### src/rtl/fetch_unit.sv
// -----------------------------------------------------------------------------
// fetch_unit
//
// Purpose
//   Instruction-fetch stage of a simple in-order pipeline. Holds the program
//   counter and drives it straight out to instruction memory. The returned
//   instruction is captured into the IF/ID pipeline register.
//
//   Next-PC priority:
//     1. branch redirect from EXE, which also flushes IF/ID
//     2. hazard stall, which holds the PC and IF/ID
//     3. sequential fetch at PC+4, wrapping at 32 bits
//
// Parameters
//   RESET_PC     PC value loaded while reset is asserted.
//
// Ports
//   clk          in   1   single clock; all state changes on its rising edge
//   rst          in   1   asynchronous, active-low reset
//   freeze       in   1   stall request from the hazard unit
//   branchTaken  in   1   redirect request from EXE
//   branchAddr   in   32  redirect target; must be word-aligned
//   instAddr     out  32  instruction-memory address (the PC register itself)
//   instIn       in   32  instruction word for instAddr, valid in the same cycle
//   pc_ID        out  32  PC+4 of the instruction held for ID
//   inst_ID      out  32  instruction held for ID
//   valid_ID     out  1   1 = inst_ID is a real instruction, 0 = bubble
//
// Optional feature (macro FETCH_PERF_CNT_EN)
//   stallCount   out  32  cycles with freeze=1 and branchTaken=0 (wraps)
//   flushCount   out  32  cycles with branchTaken=1 (wraps)
// -----------------------------------------------------------------------------
module fetch_unit #(
    parameter logic [31:0] RESET_PC = 32'h0000_0000
) (
    input  logic        clk,
    input  logic        rst,
    input  logic        freeze,
    input  logic        branchTaken,
    input  logic [31:0] branchAddr,
    output logic [31:0] instAddr,
    input  logic [31:0] instIn,
    output logic [31:0] pc_ID,
    output logic [31:0] inst_ID,
    output logic        valid_ID
`ifdef FETCH_PERF_CNT_EN
    ,
    output logic [31:0] stallCount,
    output logic [31:0] flushCount
`endif
);

    logic [31:0] pc_reg;
    logic [31:0] pc_next;
    logic [31:0] pc_plus4;
    logic [31:0] pc_id_reg;
    logic [31:0] pc_id_next;
    logic [31:0] inst_id_reg;
    logic [31:0] inst_id_next;
    logic        valid_id_reg;
    logic        valid_id_next;

    // Plain 32-bit add: 32'hFFFF_FFFC + 4 wraps to zero.
    assign pc_plus4 = pc_reg + 32'd4;

    always_comb begin
        pc_next       = pc_reg;
        pc_id_next    = pc_id_reg;
        inst_id_next  = inst_id_reg;
        valid_id_next = valid_id_reg;
        if (branchTaken) begin
            // The redirect wins over a stall: the instruction currently being
            // fetched is on the wrong path, so IF/ID becomes a bubble.
            pc_next       = branchAddr;
            pc_id_next    = 32'h0;
            inst_id_next  = 32'h0;
            valid_id_next = 1'b0;
        end else if (!freeze) begin
            pc_next       = pc_plus4;
            pc_id_next    = pc_plus4;
            inst_id_next  = instIn;
            valid_id_next = 1'b1;
        end
        // freeze alone: every register keeps its value for as long as it lasts.
    end

    always_ff @(posedge clk or negedge rst) begin
        if (!rst) begin
            pc_reg       <= RESET_PC;
            pc_id_reg    <= 32'h0;
            inst_id_reg  <= 32'h0;
            valid_id_reg <= 1'b0;
        end else begin
            pc_reg       <= pc_next;
            pc_id_reg    <= pc_id_next;
            inst_id_reg  <= inst_id_next;
            valid_id_reg <= valid_id_next;
        end
    end

    assign instAddr = pc_reg;
    assign pc_ID    = pc_id_reg;
    assign inst_ID  = inst_id_reg;
    assign valid_ID = valid_id_reg;

`ifdef FETCH_PERF_CNT_EN
    logic [31:0] stall_cnt_reg;
    logic [31:0] flush_cnt_reg;

    always_ff @(posedge clk or negedge rst) begin
        if (!rst) begin
            stall_cnt_reg <= 32'h0;
            flush_cnt_reg <= 32'h0;
        end else begin
            if (branchTaken) begin
                flush_cnt_reg <= flush_cnt_reg + 32'd1;
            end else if (freeze) begin
                stall_cnt_reg <= stall_cnt_reg + 32'd1;
            end
        end
    end

    assign stallCount = stall_cnt_reg;
    assign flushCount = flush_cnt_reg;
`endif

endmodule

### config.mk
export PLATFORM = sky130hd
export DESIGN_NAME = fetch_unit
export DESIGN_NICKNAME = d
export VERILOG_FILES = /design/src/rtl/fetch_unit.sv
export SDC_FILE = /design/constraint.sdc
export NUM_CORES = 1
export LEC_CHECK = 0
export ABC_AREA = 0
export BUFFER_PORTS_ARGS = -buffer_cell sky130_fd_sc_hd__buf_2
export CAP_MARGIN = 10
export CORE_MARGIN = 2
export CORE_UTILIZATION = 40
export DETAILED_ROUTE_END_ITERATION = 16
export PLACE_DENSITY = 0.77
export SYNTH_ARGS = -nofsm -noshare
export SYNTH_HDL_FRONTEND = slang
export SYNTH_SLANG_ARGS = --single-unit
export TNS_END_PERCENT = 50
### constraint.sdc
create_clock -name clk -period 2.4 [get_ports clk]
set_clock_uncertainty 0.05 [all_clocks]
set_input_delay 0 -clock clk [delete_from_list [all_inputs] [get_ports clk]]
set_output_delay 0 -clock clk [all_outputs]
set_load 0.05 [all_outputs]
==> impl_results.md, run 1 <==
- Wirelength, routed: about 16,000 µm
- Fin Hold WS: about 0.14 ns
- Mean routed wirelength per cell: between 15 and 20 µm
- Final Cell Area: slightly above 7000 µm²
- Count of endpoints failing setup in the final report: 0
- Clock tree from TritonCTS: done
- Via count of the first global-routing pass: between 5,000 and 6,000
- Share of flip-flops with an asynchronous set or reset after synthesis: 1.000
- Total grt overflow: 0
- Worst reg2reg startpoint: instAddr[9]$_DFFE_PN0N_
- Switching pwr: ~1700 µW
- Pins Over Slew Limit: 0
- Nature of the critical path endpoint: flop
- DRT Pass-1 Iters: 5
- Highest achievable clock rate: about 430 MHz
- Cell variety after synth: between 50 and 60
- Period minus WS final: roughly 2.3 ns
- CTS clock-pin slew for the worst setup and hold paths: ~0.07 ns
- First-pass GRT wire length: ~25,000 µm
- Fraction of final layout cells sized beyond drive strength 1: 0.3271
- Die height: 115.5 µm
- GRT Overall Usage: 0.2409
- Starting density of the core: 0.4126
- Final count of hold timing violations: 0
- Floorplan die area: 13,350 µm²
- Path type of the worst min-delay path: primary input to asynchronous set/reset pin
- Count of antenna-violating nets left after detailed routing: 0
- Minimum setup slack among reg-to-reg paths: approximately 0.073 ns
- Cells after Synth: about 500
- Number of flops mapped to enable cells by yosys: 0
- Number of buffers inserted by port buffering: around 160
- Netlist area before placement: between 4000 and 5000 µm²
- Placed standard-cell area: between 6000 and 7000 µm²
- Post-route setup TNS: 0 ns
- Post-synth net total: between 500 and 600
- Power density over the cells: about 640 nW/µm²
- Category of the critical setup timing path: flop to flop
- Share of total power in the clock network: 0.315
- Synth-to-layout area growth: 42.04%
- Horizontal die dimension: 115.5 µm
- Leakage: around 0.0033 µW
- Number of max-cap violations: 0
- Boundary pin count: ~170
- Warning count from the yosys run: 0
- Crit path launch type: flop
- RD Place Congestion: slightly above 0.9
- Mean instance size in the synthesized netlist: roughly 10 µm²
- Maximum number of pins on one net before global-route repair: a little under 70
- Final cell count without fillers: 920
- Number of buffers on the longest clock path: 2
- Max-slew headroom: 0.5592
- Critical Path AT: around 2.5 ns
- Reg2reg end: instAddr[25]$_DFFE_PN0N_
- Worst Path Required: around 2.6 ns
- Vias: 5,004
- Clk Latency, worst-skew pair: around 0.36 ns
- Depth of the CTS H-tree: 3
- Transition time at the pin with the least slew margin: between 0.6 and 0.7 ns
- Peak ir drop on the vdd network: around 0.00045 V
- Final layout net count: roughly 820
- Root buffer cell: sky130_fd_sc_hd__clkbuf_16
- #FFs+latches synth: 97
- Final standard cell utilization of the core: 0.5860
- Sw frac: 0.3667
- Run status: complete, no violations
- Sequential cell fraction of total power: 0.420
- DPL Wire Length: 10,520 µm
- Crit-path max FO: 8
- Period utilisation layout: 0.9695
- Number of cells on the worst reg-to-reg path: 7
- DRC errors left: 0
- Fillers: 1,005
- Initial drt markers: 338
- Number of rows in the core area: 40
- Diodes inserted: 0
- Sequential share of the synthesized area: 0.4878
- Most frequent cells in the layout: 162 x sky130_fd_sc_hd__buf_2, 84 x sky130_fd_sc_hd__dfrtp_1, 75 x sky130_fd_sc_hd__nor2_1
- Flip-flop cell with the highest count after synthesis: sky130_fd_sc_hd__dfrtp_1
- Number of CTS-inserted buffers: 9
- Int Power: 2869 µW
- Core region area: 12,060 µm²
- Number of vias per cell after detailed routing: between 5 and 6
- Share of power burned in combinational logic: 0.265
- Num Clock Sinks: 97
- Number of antenna violations at the first check in global routing: 0
- Number of instances in the placed design: approximately 830
- Most frequent standard cell in the layout excluding fill and tap cells: sky130_fd_sc_hd__buf_2
[cells in the mapped netlist, drive strengths merged, types with 2 or more instances]
library cell,number,area [µm²]
nand2,46,172.7
o31ai,7,52.55
a221oi,3,26.28
nor2b,2,12.51
or3,12,77.57
a31oi,8,50.05
or4,13,101.4
o21ai,26,130.1
inv,7,26.28
xor2,5,43.79
mux2,2,22.52
or4b,3,30.03
a2111oi,4,35.03
or2,2,12.51
buf,11,88.83
o31a,2,17.52
a311oi,8,70.07
clkinv,2,7.510
a211o,2,17.52
nand3,13,77.58
mux2i,34,340.3
and4,5,43.79
nor4,10,62.56
nor2,75,281.5
a211oi,9,67.56
o2111a,2,22.52
a21oi,10,50.05
a221o,3,30.03
o211ai,2,15.01
nor3,8,40.04
clkbuf,31,140.1
dfrtp,97,2427
nand4,13,96.34
xnor2,18,157.7
[flip-flops by register name (all words and copies together) (netlist names)]
name / cells
inst_ID: 32
instAddr: 32
pc_ID: 32
valid_ID: 1
[worst max path at each step]
stage / from / to / slack, ns / cells after the start
4_1_cts: instAddr[10]$_DFFE_PN0N_ / instAddr[25]$_DFFE_PN0N_ / 0.02 / 7
3_5_place_dp: instAddr[2]$_DFFE_PN0N_ / pc_ID[24]$_DFFE_PN0N_ / 0.16 / 5
5_1_grt: instAddr[10]$_DFFE_PN0N_ / instAddr[25]$_DFFE_PN0N_ / -0.05 / 7
2_1_floorplan: instAddr[2]$_DFFE_PN0N_ / pc_ID[26]$_DFFE_PN0N_ / 0.004 / 6
6_report: instAddr[9]$_DFFE_PN0N_ / instAddr[25]$_DFFE_PN0N_ / 0.07 / 7
3_3_place_gp: instAddr[2]$_DFFE_PN0N_ / pc_ID[24]$_DFFE_PN0N_ / 0.20 / 5
[metal layers]
metal / vias to the layer above / routed length (µm) / GRT usage
li1: 2317 / - / -
met1: 2423 / 6622 / 0.2966
met2: 227 / 7663 / 0.4008
met3: 37 / 1344 / 0.06224
met4: 0 / 448 / 0.1052
met5: - / 0 / 0
[cells by family after synthesis]
kind of cell,count (synthesis),synth area share
and+or+nand+nor,207,0.2107
muxes,36,0.07292
xor gates and xnor gates,23,0.04048
DFF,97,0.4878
buffers and inverters,52,0.05532
adders and majority gates,1,0.002514
AOI/OAI and AO/OA,93,0.1303
[what timing repair did]
action / CTS / global route
setup endpoints to repair: 0 / 1
resized for setup: 0 / 1
hold buffers: 68 / 0
hold endpoints to repair: 104 / 0
setup buffers: 0 / 11
[worst max-delay path: stages, from the launching register on]
cell	delay, ns
sky130_fd_sc_hd__dfrtp_2	0.42
sky130_fd_sc_hd__nand4_1	0.16
sky130_fd_sc_hd__buf_4	0.19
sky130_fd_sc_hd__nor4_1	0.27
sky130_fd_sc_hd__buf_4	0.21
sky130_fd_sc_hd__a311oi_1	0.09
sky130_fd_sc_hd__a221o_1	0.27
sky130_fd_sc_hd__dlygate4sd3_1	0.55
[per-stage QoR]
step | worst slack, ns | total power [µW]
2_1_floorplan | 0.003742 | 2674
3_3_place_gp | 0.2018 | 2987
3_5_place_dp | 0.1618 | 3012
4_1_cts | 0.01580 | 4520
5_1_grt | -0.05145 | 4709
6_report | 0.07320 | 4530
[power by group through the flow]
stage               clock network (µW)  registers (µW)  logic, µW
finish                            1430            1900       1200
global route                      1510            1920       1280
CTS                               1450            1900       1170
detailed placement                   0            1930       1080
global placement                     0            1920       1070
floorplan                            0            2330        343
[layout make-up]
class	count	area [µm²]	area share
repair buffers	270	1804	0.2553
inverters	9	37.54	0.005311
clock inverters	7	61.31	0.008674
well taps	168	210.2	0.02974
multi-input cells	360	2286	0.3234
clock buffers	9	225.2	0.03186
flip-flops and latches	97	2444	0.3457
(Power assumes the default switching activity.)
==> inputs of run 2 (changes only) <==
--- a/config.mk
+++ b/config.mk
@@ -12,6 +12,8 @@
 export CORE_UTILIZATION = 40
 export DETAILED_ROUTE_END_ITERATION = 16
 export PLACE_DENSITY = 0.77
+export RECOVER_POWER = 100
+export REMOVE_ABC_BUFFERS = 1
 export SYNTH_ARGS = -nofsm -noshare
 export SYNTH_HDL_FRONTEND = slang
 export SYNTH_SLANG_ARGS = --single-unit
==> impl_results.md, run 2 (same netlist as run 1, synthesis figures left out) <==
- Final Cell Area: 6813 µm²
- Vias: between 4,000 and 5,000
- Initial drt markers: 326
- Period utilisation layout: 0.9515
- GRT met1 Usage: 0.2777
- Worst Path Required: 2.60 ns
- Ordered list of cells on the worst path: ha_1, nand3_4, or4_4, or4_1, a311oi_1
- Leakage: about 0.0029 µW
- Floorplan die area: 13,350 µm²
- Number of vias per cell after detailed routing: approximately 5.3
- Number of CTS-inserted buffers: 9
- Max-slew headroom: 0.2371
- Wirelength, routed: roughly 15,000 µm
- Total grt overflow: 0
- Mean routed wirelength per cell: 16.29 µm
- Run status: complete, no violations
- Number of antenna violations at the first check in global routing: 0
- Most frequent standard cell in the layout excluding fill and tap cells: sky130_fd_sc_hd__clkbuf_1
- Number of buffers inserted by port buffering: 164
- Critical Path AT: about 2.5 ns
- Highest achievable clock rate: 437.9 MHz
- Post-route setup TNS: 0 ns
- Clk Latency, worst-skew pair: about 0.35 ns
- Via count of the first global-routing pass: roughly 5,000
- Crit-path max cell delay: approximately 0.62 ns
- GR Util met2: 0.3770
- Count of endpoints failing setup in the final report: 0
- Die height: around 120 µm
- Crit-path max FO: 11
- Global-route track usage on met3: 0.05649
- Most frequent cells in the layout: 103 x sky130_fd_sc_hd__clkbuf_1, 97 x sky130_fd_sc_hd__dfrtp_1, 75 x sky130_fd_sc_hd__nor2_1
- Boundary pin count: between 150 and 200
- Crit path launch type: flop
- Fraction of final layout cells sized beyond drive strength 1: 0.1608
- GRT Overall Usage: 0.2243
- Peak ir drop on the vdd network: around 0.00029 V
- CTS clock-pin slew for the worst setup and hold paths: ~0.06 ns
- Number of max-cap violations: 0
- Power density over the cells: 653.6 nW/µm²
- Period minus WS final: around 2.3 ns
- Final count of hold timing violations: 0
- Nature of the critical path endpoint: flop
- Number of buffers on the longest clock path: 2
- Critical-path top delay cell: sky130_fd_sc_hd__or4_4
- Horizontal die dimension: roughly 120 µm
- RSZ-0062 raised after global routing: no
- Count of antenna-violating nets left after detailed routing: 0
- DPL Wire Length: 9886 µm
- Final layout net count: between 800 and 900
- Num Clock Sinks: 97
- DRC errors left: 0
- RD Place Congestion: roughly 0.84
- Number of instances in the placed design: between 800 and 900
- Global route hottest layer: met2
- Fin Hold WS: 0.08214 ns
- Depth of the CTS H-tree: 3
- Pins Over Slew Limit: 0
- Maximum number of pins on one net before global-route repair: 66
- Number of rows in the core area: 40
- Category of the critical setup timing path: flop to flop
- Setup repair bufs after CTS: 0
- Root buffer cell: sky130_fd_sc_hd__clkbuf_16
- Synth-to-layout area growth: 36.91%
- Core region area: approximately 12,000 µm²
- Path type of the worst min-delay path: primary input to flop
- DRT Pass-1 Iters: 5
- Diodes inserted: 0
- Placed standard-cell area: slightly above 6000 µm²
- Final cell count without fillers: about 910
- Starting density of the core: 0.4126
- First-pass GRT wire length: between 20,000 and 25,000 µm
- Clock tree from TritonCTS: done
- Transition time at the pin with the least slew margin: 1.144 ns
## run 2: final timing paths
path	from	end	slack, ns	depth (start not counted)
hold reg to reg	valid_ID$_DFFE_PN0N_	valid_ID$_DFFE_PN0N_	0.44	1
max in group asynchronous	rst	inst_ID[30]$_DFFE_PN0N_	0.51	3
setup / recovery	instAddr[3]$_DFFE_PN0N_	pc_ID[24]$_DFFE_PN0N_	0.12	5
setup reg to reg	instAddr[3]$_DFFE_PN0N_	pc_ID[24]$_DFFE_PN0N_	0.12	5
hold / removal	branchTaken	inst_ID[3]$_DFFE_PN0N_	0.08	2
min in group asynchronous	rst	pc_ID[17]$_DFFE_PN0N_	0.36	2
## run 2: area by class of cell
| type | count | area (µm²) |
|---|---|---|
| clock buffer | 11 | 242.7 |
| multi-input combinational | 360 | 2280 |
| inverter | 9 | 33.78 |
| fill | 1094 | 5249 |
| sequential | 97 | 2427 |
| tap | 168 | 210.2 |
| timing repair buffer | 260 | 1577 |
| clock inverter | 3 | 42.54 |
## run 2: worst max-delay path: cells and delay by family (launching register included)
family                     cells  cell delay [ns]
AOI/OAI and AO/OA              1             0.27
adders and majority gates      1             0.27
and+or+nand+nor                3             1.23
DFF                            1             0.35
## run 2: report_power, final
| group | internal [µW] | switching [µW] |
|---|---|---|
| Combinational | 335 | 806 |
| Sequential | 1760 | 126 |
| Clock | 823 | 604 |
| Total | 2920 | 1540 |
## run 2: stage by stage
step	utilization	total power, µW	setup slack, ns
2_1_floorplan	-	2593	-0.3999
3_3_place_gp	0.5009	2986	0.1793
3_5_place_dp	0.5009	3010	0.1238
4_1_cts	0.5794	4524	0.1012
5_1_grt	0.5648	4654	0.008423
6_report	0.5648	4453	0.1165
## run 2: routing by layer
metal | up-vias | routed length [µm]
met2 | 182 | 7295
met5 | - | 0
met1 | 2317 | 6226
met3 | 32 | 909
met4 | 0 | 357
li1 | 2292 | -
## run 2: repair_timing
| action | 4_1_cts | 5_1_grt |
|---|---|---|
| setup endpoints to repair | 0 | 0 |
| hold endpoints to repair | 110 | 0 |
| resized for setup | 0 | 0 |
| hold buffers | 66 | 0 |
==> inputs of run 3 (changes only) <==
--- a/config.mk
+++ b/config.mk
@@ -9,9 +9,10 @@
 export BUFFER_PORTS_ARGS = -buffer_cell sky130_fd_sc_hd__buf_2
 export CAP_MARGIN = 10
 export CORE_MARGIN = 2
-export CORE_UTILIZATION = 40
+export CORE_UTILIZATION = 46
 export DETAILED_ROUTE_END_ITERATION = 16
-export PLACE_DENSITY = 0.77
+export HOLD_SLACK_MARGIN = 0.1
+export PLACE_DENSITY = 0.86
 export RECOVER_POWER = 100
 export REMOVE_ABC_BUFFERS = 1
 export SYNTH_ARGS = -nofsm -noshare
==> impl_results.md, run 3 (same netlist as run 1, synthesis figures left out) <==
- DRC errors left: 0
- Nature of the critical path endpoint: flop
- RSZ-0062 raised after global routing: no
- Setup repair bufs after CTS: 0
- Fraction of final layout cells sized beyond drive strength 1: 0.1671
- Number of vias per cell after detailed routing: 5.562
- Mean routed wirelength per cell: approximately 17 µm
- Vias: ~4,900
- RD Place Congestion: 0.9057
- Final count of hold timing violations: 0
- Hold Path Depth: 4
- Clk Latency, worst-skew pair: approximately 0.36 ns
- Switching pwr: 1544 µW
- Power density over the cells: between 600 and 700 nW/µm²
- Number of buffers on the longest clock path: 2
- Depth of the CTS H-tree: 3
- Count of antenna-violating nets left after detailed routing: 0
- Crit-path max FO: 8
- Period minus WS final: approximately 2.3 ns
- Path type of the worst min-delay path: primary input to flop
- Root buffer cell: sky130_fd_sc_hd__clkbuf_8
- Worst Path Required: around 2.6 ns
- Number of buffers inserted by port buffering: ~160
- Final Cell Area: about 6800 µm²
- Number of antenna violations at the first check in global routing: 0
- Count of endpoints failing setup in the final report: 0
- Synth-to-layout area growth: 36.08%
- Number of instances in the placed design: about 800
- Boundary pin count: approximately 170
- Fillers: 900
- Highest metal layer used by the detailed router: met4
- Maximum number of pins on one net before global-route repair: a little over 90
- DPL Wire Length: about 10000 µm
- Max-slew headroom: 0.2651
- Number of max-cap violations: 0
- GRT Overall Usage: 0.2658
- Die height: approximately 110 µm
- Initial drt markers: 383
- Num Clock Sinks: 97
- DRT Pass-1 Iters: 5
- Diodes inserted: 0
- CTS clock-pin slew for the worst setup and hold paths: roughly 0.10 ns
- Sw frac: 0.3620
- Final layout net count: between 800 and 900
- Share of power burned in combinational logic: 0.272
- Most frequent cells in the layout: 103 x sky130_fd_sc_hd__clkbuf_1, 97 x sky130_fd_sc_hd__dfrtp_1, 75 x sky130_fd_sc_hd__nor2_1
- Transition time at the pin with the least slew margin: roughly 1.1 ns
- Most frequent standard cell in the layout excluding fill and tap cells: sky130_fd_sc_hd__clkbuf_1
- Highest achievable clock rate: ~440 MHz
- Category of the critical setup timing path: flop to flop
- Starting density of the core: 0.4777
- First-pass GRT wire length: about 24,000 µm
- Wirelength, routed: around 15,000 µm
- Metal1 wirelength: ~6300 µm
- Sequential cell fraction of total power: 0.441
- Number of cells on the worst reg-to-reg path: 6
- Clock tree from TritonCTS: done
- Met2 wire len: roughly 7200 µm
- Run status: complete, no violations
- Crit path launch type: flop
- Period utilisation layout: 0.9563
- Number of rows in the core area: 37
- Pins Over Slew Limit: 0
- Placed standard-cell area: roughly 6000 µm²
- Final cell count without fillers: 884
- Core region area: roughly 10,000 µm²
- Int Power: 2722 µW
- Number of CTS-inserted buffers: 9
- Peak ir drop on the vdd network: roughly 0.00034 V
- Leakage: about 0.0029 µW
- Floorplan die area: around 12,000 µm²
- Via count of the first global-routing pass: 5,024
- Share of total power in the clock network: 0.286
- Area taken by multi-input logic gates: about 2300 µm²
- Wire length on met3: about 1100 µm
- FF/Latch Area: 2427 µm²
- Horizontal die dimension: about 110 µm
- Total grt overflow: 0
- Critical Path AT: 2.49 ns
[run 3: worst paths after layout]
| check | start | to | slack (ns) |
|---|---|---|---|
| max | instAddr[10]$_DFFE_PN0N_ | instAddr[11]$_DFFE_PN0N_ | 0.10 |
| min | freeze | instAddr[13]$_DFFE_PN0N_ | 0.15 |
| max reg2reg | instAddr[10]$_DFFE_PN0N_ | instAddr[11]$_DFFE_PN0N_ | 0.10 |
| min reg2reg | valid_ID$_DFFE_PN0N_ | valid_ID$_DFFE_PN0N_ | 0.46 |
| max in group asynchronous | rst | instAddr[22]$_DFFE_PN0N_ | 0.53 |
| min in group asynchronous | rst | inst_ID[14]$_DFFE_PN0N_ | 0.33 |
[run 3: layout make-up]
type,count,share of cell area
tap,136,0.02513
multi-input combinational,360,0.3370
clock inverter,6,0.01330
clock buffer,10,0.02033
inverter,9,0.004989
sequential,97,0.3585
timing repair buffer,266,0.2408
[run 3: what timing repair did]
item,in CTS,in global routing
resized for setup,0,2
hold buffers,69,0
endpoints found under the setup margin,0,2
hold endpoints to repair,165,0
[run 3: critical path: stages (launching register included)]
cell and delay, ns:
sky130_fd_sc_hd__dfrtp_1 0.52, sky130_fd_sc_hd__nand4_1 0.20, sky130_fd_sc_hd__clkbuf_1 0.19, sky130_fd_sc_hd__nor4_1 0.39, sky130_fd_sc_hd__xnor2_1 0.17, sky130_fd_sc_hd__o21ai_0 0.09
sky130_fd_sc_hd__dlygate4sd3_1 0.57
[run 3: power groups by stage]
stage	registers, µW	logic (µW)	clock network [µW]
after detailed placement	1900	1110	0
final	1880	1160	1220
after global routing	1900	1240	1300
after floorplan	2350	247	0
after CTS	1870	1200	1240
after global placement	1900	1090	0
[run 3: per-stage QoR]
stage                     power (µW)    util  setup WS, ns  TNS [ns]  hold WS, ns
after global placement          2981  0.5769        0.1921         0     -0.02379
after global routing            4441  0.6501      0.002097         0       0.1685
after detailed placement        3011  0.5769       0.05923         0    -0.009993
after CTS                       4304  0.6651       0.04013         0       0.1362
after floorplan                 2593       -       -0.3999    -4.006      -0.3456
final                           4266  0.6501        0.1049         0       0.1499
[run 3: per-layer routing]
layer,vias to the layer above,GRT usage
met4,0,0.1209
met1,2354,0.3439
met2,223,0.4272
met3,39,0.06028
met5,-,0
li1,2301,-
